==> config.mk <==
export PLATFORM = sky130hd
export DESIGN_NAME = shift_add_mult_ctrl_flat
export DESIGN_NICKNAME = d
export VERILOG_FILES = /design/src/rtl/shift_add_mult_ctrl_if.sv /design/src/rtl/shift_add_mult_ctrl.sv /design/src/flat_wrapper.sv
export SDC_FILE = /design/constraint.sdc
export NUM_CORES = 1
export LEC_CHECK = 0
export CAP_MARGIN = 10
export CORE_ASPECT_RATIO = 0.7
export CORE_MARGIN = 2
export CORE_UTILIZATION = 44
export CTS_CLUSTER_SIZE = 12
export DETAILED_ROUTE_END_ITERATION = 10
export GPL_ROUTABILITY_DRIVEN = 0
export PLACE_DENSITY = 0.84
export SLEW_MARGIN = 20
export SYNTH_ARGS = -nofsm -noshare
export SYNTH_HDL_FRONTEND = slang
export SYNTH_SLANG_ARGS = --single-unit
==> constraint.sdc <==
create_clock -name clk -period 3.36 [get_ports clk]
set_clock_uncertainty 0.1 [all_clocks]
set_input_delay 0.504 -clock clk [delete_from_list [all_inputs] [get_ports clk]]
set_output_delay 0.504 -clock clk [all_outputs]
set_load 0.05 [all_outputs]
==> src/rtl/shift_add_mult_ctrl_if.sv <==
// Operand/product handshake bundle for the shift-and-add multiplier controller.
// master: producer of operands and consumer of products; slave: the controller.
interface shift_add_mult_ctrl_if #(
    parameter int OPW = 4
);
    logic               in_valid;
    logic               in_ready;
    logic [OPW-1:0]     in_a;
    logic [OPW-1:0]     in_b;
    logic               out_valid;
    logic               out_ready;
    logic [2*OPW-1:0]   out_p;

    modport master (
        output in_valid, in_a, in_b, out_ready,
        input  in_ready, out_valid, out_p
    );

    modport slave (
        input  in_valid, in_a, in_b, out_ready,
        output in_ready, out_valid, out_p
    );
endinterface

==> src/rtl/shift_add_mult_ctrl.sv <==
// Shift-and-add controller for the OPW x OPW multiplier. Each ADD cycle drives one
// partial product into the external 2*OPW-bit adder and captures the returned sum.
// Optional feature macro: MULT_SIGNED_EN (two's complement operands; the last step
// subtracts the weighted multiplicand instead of adding it).
//
// state | meaning
// IDLE  | waiting for operands, in_ready=1
// ADD   | one partial-product addition per cycle, step 0..OPW-1
// DONE  | product presented, out_valid=1 until out_ready
module shift_add_mult_ctrl #(
    parameter int OPW = 4
) (
    input  logic                 clk,
    input  logic                 rst_n,
    shift_add_mult_ctrl_if.slave bus,
    output logic [2*OPW-1:0]     add_a,
    output logic [2*OPW-1:0]     add_b,
    output logic                 add_cin,
    input  logic [2*OPW-1:0]     add_s,
    input  logic                 add_cout,
    output logic                 add_fault
);
    localparam int PW = 2 * OPW;
    localparam int IW = (OPW > 1) ? $clog2(OPW) : 1;

    typedef enum logic [1:0] {IDLE, ADD, DONE} state_t;

    state_t          state, state_nxt;
    logic [PW-1:0]   acc;
    logic [PW-1:0]   mcand;
    logic [OPW-1:0]  mult;
    logic [IW-1:0]   step;
    logic            last_step;
    logic            accept;
    logic [PW-1:0]   mcand_ext;
    logic [PW-1:0]   mcand_sh;

    assign last_step = (step == IW'(OPW - 1));
    assign accept    = bus.in_valid && (state == IDLE);
    assign mcand_sh  = mcand << step;
    assign bus.out_p = acc;

`ifdef MULT_SIGNED_EN
    assign mcand_ext = {{OPW{bus.in_a[OPW-1]}}, bus.in_a};
`else
    assign mcand_ext = {{OPW{1'b0}}, bus.in_a};
`endif

    // FSM state register
    always_ff @(posedge clk or negedge rst_n) begin
        if (!rst_n) state <= IDLE;
        else        state <= state_nxt;
    end

    // Next-state decode and adder/handshake drive; adder inputs are zero outside ADD
    always_comb begin
        state_nxt     = state;
        bus.in_ready  = 1'b0;
        bus.out_valid = 1'b0;
        add_a         = '0;
        add_b         = '0;
        add_cin       = 1'b0;
        case (state)
            IDLE: begin
                bus.in_ready = 1'b1;
                if (bus.in_valid) state_nxt = ADD;
            end
            ADD: begin
                add_a = acc;
                if (mult[step]) add_b = mcand_sh;
`ifdef MULT_SIGNED_EN
                // Sign bit of the multiplier carries negative weight: add ~x + 1.
                if (last_step && mult[step]) begin
                    add_b   = ~mcand_sh;
                    add_cin = 1'b1;
                end
`endif
                if (last_step) state_nxt = DONE;
            end
            DONE: begin
                bus.out_valid = 1'b1;
                if (bus.out_ready) state_nxt = IDLE;
            end
            default: state_nxt = IDLE;
        endcase
    end

    // Operand capture, accumulator and step counter
    always_ff @(posedge clk or negedge rst_n) begin
        if (!rst_n) begin
            acc   <= '0;
            mcand <= '0;
            mult  <= '0;
            step  <= '0;
        end else if (accept) begin
            acc   <= '0;
            mcand <= mcand_ext;
            mult  <= bus.in_b;
            step  <= '0;
        end else if (state == ADD) begin
            acc   <= add_s;
            step  <= step + 1'b1;
        end
    end

    // Sticky carry-out fault; a carry is legitimate in signed mode
    always_ff @(posedge clk or negedge rst_n) begin
        if (!rst_n) begin
            add_fault <= 1'b0;
        end else begin
`ifdef MULT_SIGNED_EN
            add_fault <= 1'b0;
`else
            if ((state == ADD) && add_cout) add_fault <= 1'b1;
`endif
        end
    end
endmodule

==> src/flat_wrapper.sv <==
// flat-port wrapper written by rule: the top's interface ports become plain ports
module shift_add_mult_ctrl_flat 
#(
    parameter int OPW = 4
)
  (clk, rst_n, add_a, add_b, add_cin, add_s, add_cout, add_fault, bus_in_valid, bus_in_a, bus_in_b, bus_out_ready, bus_in_ready, bus_out_valid, bus_out_p);
  shift_add_mult_ctrl_if #(.OPW(OPW)) bus_i ();
  input  logic clk;
  input  logic rst_n;
  output logic [2*OPW-1:0] add_a;
  output logic [2*OPW-1:0] add_b;
  output logic add_cin;
  input  logic [2*OPW-1:0] add_s;
  input  logic add_cout;
  output logic add_fault;
  input wire logic [$bits(bus_i.in_valid)-1:0] bus_in_valid;
  input wire logic [$bits(bus_i.in_a)-1:0] bus_in_a;
  input wire logic [$bits(bus_i.in_b)-1:0] bus_in_b;
  input wire logic [$bits(bus_i.out_ready)-1:0] bus_out_ready;
  output wire logic [$bits(bus_i.in_ready)-1:0] bus_in_ready;
  output wire logic [$bits(bus_i.out_valid)-1:0] bus_out_valid;
  output wire logic [$bits(bus_i.out_p)-1:0] bus_out_p;
  assign bus_i.in_valid = bus_in_valid;
  assign bus_i.in_a = bus_in_a;
  assign bus_i.in_b = bus_in_b;
  assign bus_i.out_ready = bus_out_ready;
  assign bus_in_ready = bus_i.in_ready;
  assign bus_out_valid = bus_i.out_valid;
  assign bus_out_p = bus_i.out_p;
  shift_add_mult_ctrl #(.OPW(OPW)) u_core (.clk(clk), .rst_n(rst_n), .bus(bus_i), .add_a(add_a), .add_b(add_b), .add_cin(add_cin), .add_s(add_s), .add_cout(add_cout), .add_fault(add_fault));
endmodule
Word level (Yosys, flattened, before mapping)
Cells that the tools add are included.

storage, ports and cells
  bits in registers = 21
  input port bits = 21
  output and inout bits = 28
  logic and storage cells = 35

operators by class
  add/sub/neg operators = 1
  magnitude comparators = 1
  equal/unequal tests = 6
  shifts and indexed selects = 1
  muxes and demuxes = 15
  reductions and logical operators = 5

operator list
  kind                                                                     count
  8-bit two-way mux                                                        5
  2-bit two-way mux                                                        5
  4-bit by 2-bit << shifter with 8-bit output                              1
  2-bit case mux with 3 select lines                                       1
  2-bit == test, second input constant                                     2
  2-bit inequality test, second input constant                             2
  2-bit by 3-bit < comparator with 1-bit output, second input constant     1
  1-bit two-way mux                                                        3
  3-bit AND reduction                                                      1
  2-bit by 1-bit adder with 2-bit output, second input constant            1
  1-bit binary-select mux with 2-bit select                                1
  2-bit by 1-bit == test with 1-bit output, second input constant          1
  1-bit logical AND                                                        2
  2-bit logical NOT                                                        1
  2-bit by 1-bit inequality test with 1-bit output, second input constant  1
  2-bit nonzero test                                                       1

Logic depth before layout (Yosys ltp)
  depth in word-level cells = 4
  gate-level depth with buffers = 5
  depth with buffers taken out = 3

Worst setup path before layout
Ideal clock, no wire load.

  kind = register to output
  start = reg u_core.step[1]
  end = out add_b[2]
  data arrival time = 2.119 ns
  data required time = 2.756 ns
  setup slack = 0.637 ns
  cell stages (with the launch flop) = 4
  buffers on the path = 1
  cell sequence = dfrtp_1 > clkbuf_1 > or3_4 > a21boi_0

between the ends
  cells in the longest elaborated chain, start to end = 4
  elaborated cells on any way between the ends = 5
  classes of those cells = shift: 1; mux: 4

ends and longest elaborated chain
  element                                    RTL line                    text
  start, declared                            shift_add_mult_ctrl.sv:32   logic [IW-1:0] step;
  start signal, assigned                     shift_add_mult_ctrl.sv:102  step <= step + 1'b1;
  1-bit binary-select mux with 2-bit select  shift_add_mult_ctrl.sv:70   if (mult[step]) add_b = mcand_sh;
  1-bit two-way mux (not written as such)    shift_add_mult_ctrl.sv:70
  8-bit two-way mux *                        shift_add_mult_ctrl.sv:70
  8-bit two-way mux *                        shift_add_mult_ctrl.sv:63   case (state)
  end, declared                              flat_wrapper.sv:11          output logic [2*OPW-1:0] add_b;

Mark *: on every way between the ends. The rest lies on a longest branch, timed or not. The select of a mux whose other input is x is not followed.

Final worst setup path
  start = reg u_core.step[0]
  end = out add_b[1]

The elaborated chain is that of the path after synthesis.

==> results.yml <==
drt:
  wl_per_cell_um: 13.7
  routed_via_density: 4.90
  drtAntennaViolNets: 0
  drcViolationCount: 0
  drt_wl_total_um: 2500
  dr.pass1.iters: 4
  vias: 897
  drt_iter0_drc: 30
synthesis:
  yosysSeqAreaShare_pct: 48.3
  synthCells: 105
  yosys_warnings: 0
  synthTopCellsByArea: "dfrtp_1 (48%), mux2_2 (8.3%), nand2_1 (6.6%)"
  synth.distinct_cells: 31
  yosys.area.top_type: "dfrtp_1"
  synth_top_area_share_pct: 48.3
  avgSynthCellArea_um2: 10.4
  synth-seq-cells: 21
  syn_area_um2: 1090
flow_run:
  drv_cap: 0
floorplanning:
  die_w_um: 63.4
  ios: 49
  coreArea_um2: 2400
  die_h_um: 45.6
  initial_core_util_pct: 45.3
  die-area_um2: 2890
  rows: 15
sta:
  tightest_slew_ns: 0.936
  final.setup.tns_ns: 0
  slew_headroom_pct: 37.4
  rsz0062_at_grt: "no"
  maxSlewViolCount: 0
  max_freq_ghz: 0.333
  hold_viol: 0
  finalCritPeriodShare_pct: 89.5
  setup_viol: 0
  layout_min_cycle_time_ns: 3.01
finish:
  drive_above_1_share_pct: 15.4
  most-common-layout-cells: "clkdlybuf4s50_1 (41), dfrtp_1 (21), nand2_1 (19)"
  nNetsFinal: 172
  area_growth_pct: 48.2
  layout_commonest_cell: "clkdlybuf4s50_1"
  n_antenna_cell: 0
critical_path:
  cp.arrival_ns: 2.40
  r2r_setup_slack_ns: 1.89
  start_kind: "register"
  required_ns: 2.76
  r2r_end: "u_core.mcand[2]"
  critical_path.max_fanout: 12
  path_class: "register to output pin"
  crit_slowest_cell: "clkdlybuf4s50_1"
  path_cells: "mux2i_1, or3_4, nor2_1, clkdlybuf4s50_1"
  r2r_cells: 3
  rr_startpoint: "u_core.state[0]"
  end_kind: "output pin"
  critPathMaxStageDelay_ns: 0.81
worst_hold_path:
  hp-start: "u_core.add_fault"
  holdPathEnd: "u_core.add_fault"
  min_path_cells: 1
  hold_class: "register to register"
global_routing:
  grt_pass1_vias: 869
  grt_pass1_wl_um: 4000
  grt_use_total_pct: 18.5
  antenna_found_initial: 0
  overflow: 0
  grt_max_degree: 22
cts:
  htree_levels: 1
  cts_sinks: 21
  ctsHoldBuffers: 0
  cts_root_buf: "clkbuf_4"
  cts_made_buffers: 3
  cts.path.max_buffers: 2
  cts.clk_slew.worst_paths_ns: 0.11
  cts_resized: 0
  cts_tree: "built"
  clk_latency_ns: 0.29
  cts_setup_buffers: 0
place:
  io_buffer_count: 46
  dp_hpwl_um: 1880
outcome:
  status: "complete, no violations"
[state kept, by name, summed over array words and instances, names as in the netlist]
| register | cells |
|---|---|
| u_core.add_fault | 1 |
| u_core.bus.out_p | 8 |
| u_core.mcand | 4 |
| u_core.mult | 4 |
| u_core.state | 2 |
| u_core.step | 2 |
[layer usage]
layer	GRT usage, %	share of wire, %	vias to the layer above
met3	3.96	6.2	6
li1	-	-	439
met2	30.1	47	33
met4	11.3	1.9	0
met1	23.2	45	419
met5	0	0	-
[area by class of cell]
cell class / instances / area, um2
fill: 205 / 791
sequential: 21 / 526
multi-input combinational: 75 / 513
timing repair buffer: 48 / 500
tap: 34 / 42.5
clock buffer: 4 / 26.3
inverter: 1 / 3.75
[per-stage QoR]
stage | setup slack, ns | instance area [um2] | hold WS (ns) | utilization (%) | cells
2_1_floorplan | 0.637 | 1090 | 0.108 | - | 106
3_3_place_gp | 0.758 | 1590 | 0.338 | 66.0 | 179
3_5_place_dp | 0.674 | 1590 | 0.347 | 66.0 | 179
4_1_cts | 0.327 | 1610 | 0.370 | 67.1 | 183
5_1_grt | 0.202 | 1610 | 0.386 | 67.1 | 183
6_report | 0.353 | 1610 | 0.365 | 67.1 | 183
[synth_stat cells]
master / instances
a21boi_0: 2
mux2_1: 1
clkbuf_2: 1
a22o_1: 1
nor2_1: 5
clkbuf_1: 2
buf_4: 2
nand3_1: 1
dfrtp_1: 21
a21oi_1: 1
and2b_1: 1
nor3b_1: 1
mux4_2: 1
mux2_2: 8
nand2b_4: 1
a21o_1: 1
a221oi_2: 1
conb_1: 1
buf_2: 3
nand2b_1: 1
mux2i_1: 5
buf_6: 1
nand2_1: 19
nor2b_1: 1
o21ai_0: 10
and2_1: 8
o21bai_1: 1
ha_1: 1
nand3b_1: 1
or3_4: 1
inv_1: 1
[critical path: cells and delay by family, from the launching register on]
kind	cells	cell delay [ns]
buffers and inverters	1	0.81
flip-flops	1	0.64
multiplexers	1	0.16
AND/OR/NAND/NOR	2	0.50
[kinds of logic after synthesis]
kind of cell	count (synthesis)	share of synthesized area, %
DFF	21	48.3
adders and majority gates	1	1.15
buffers and inverters	10	5.29
other	1	0.345
muxes	15	16.0
and+or+nand+nor	40	18.9
AOI/OAI and AO/OA	17	10.0
[worst max path at each step]
| stage | start | to | slack, ns |
|---|---|---|---|
| after floorplan | u_core.step[1] | add_b[2] | 0.64 |
| after global placement | u_core.step[0] | add_b[1] | 0.76 |
| after detailed placement | u_core.step[0] | add_b[1] | 0.67 |
| after CTS | u_core.step[0] | add_b[1] | 0.33 |
| after global routing | u_core.step[0] | add_b[1] | 0.20 |
| final | u_core.step[0] | add_b[1] | 0.35 |
Power is not shown: default switching activity piles up to over one toggle a cycle in this logic, so the estimate is an artifact.
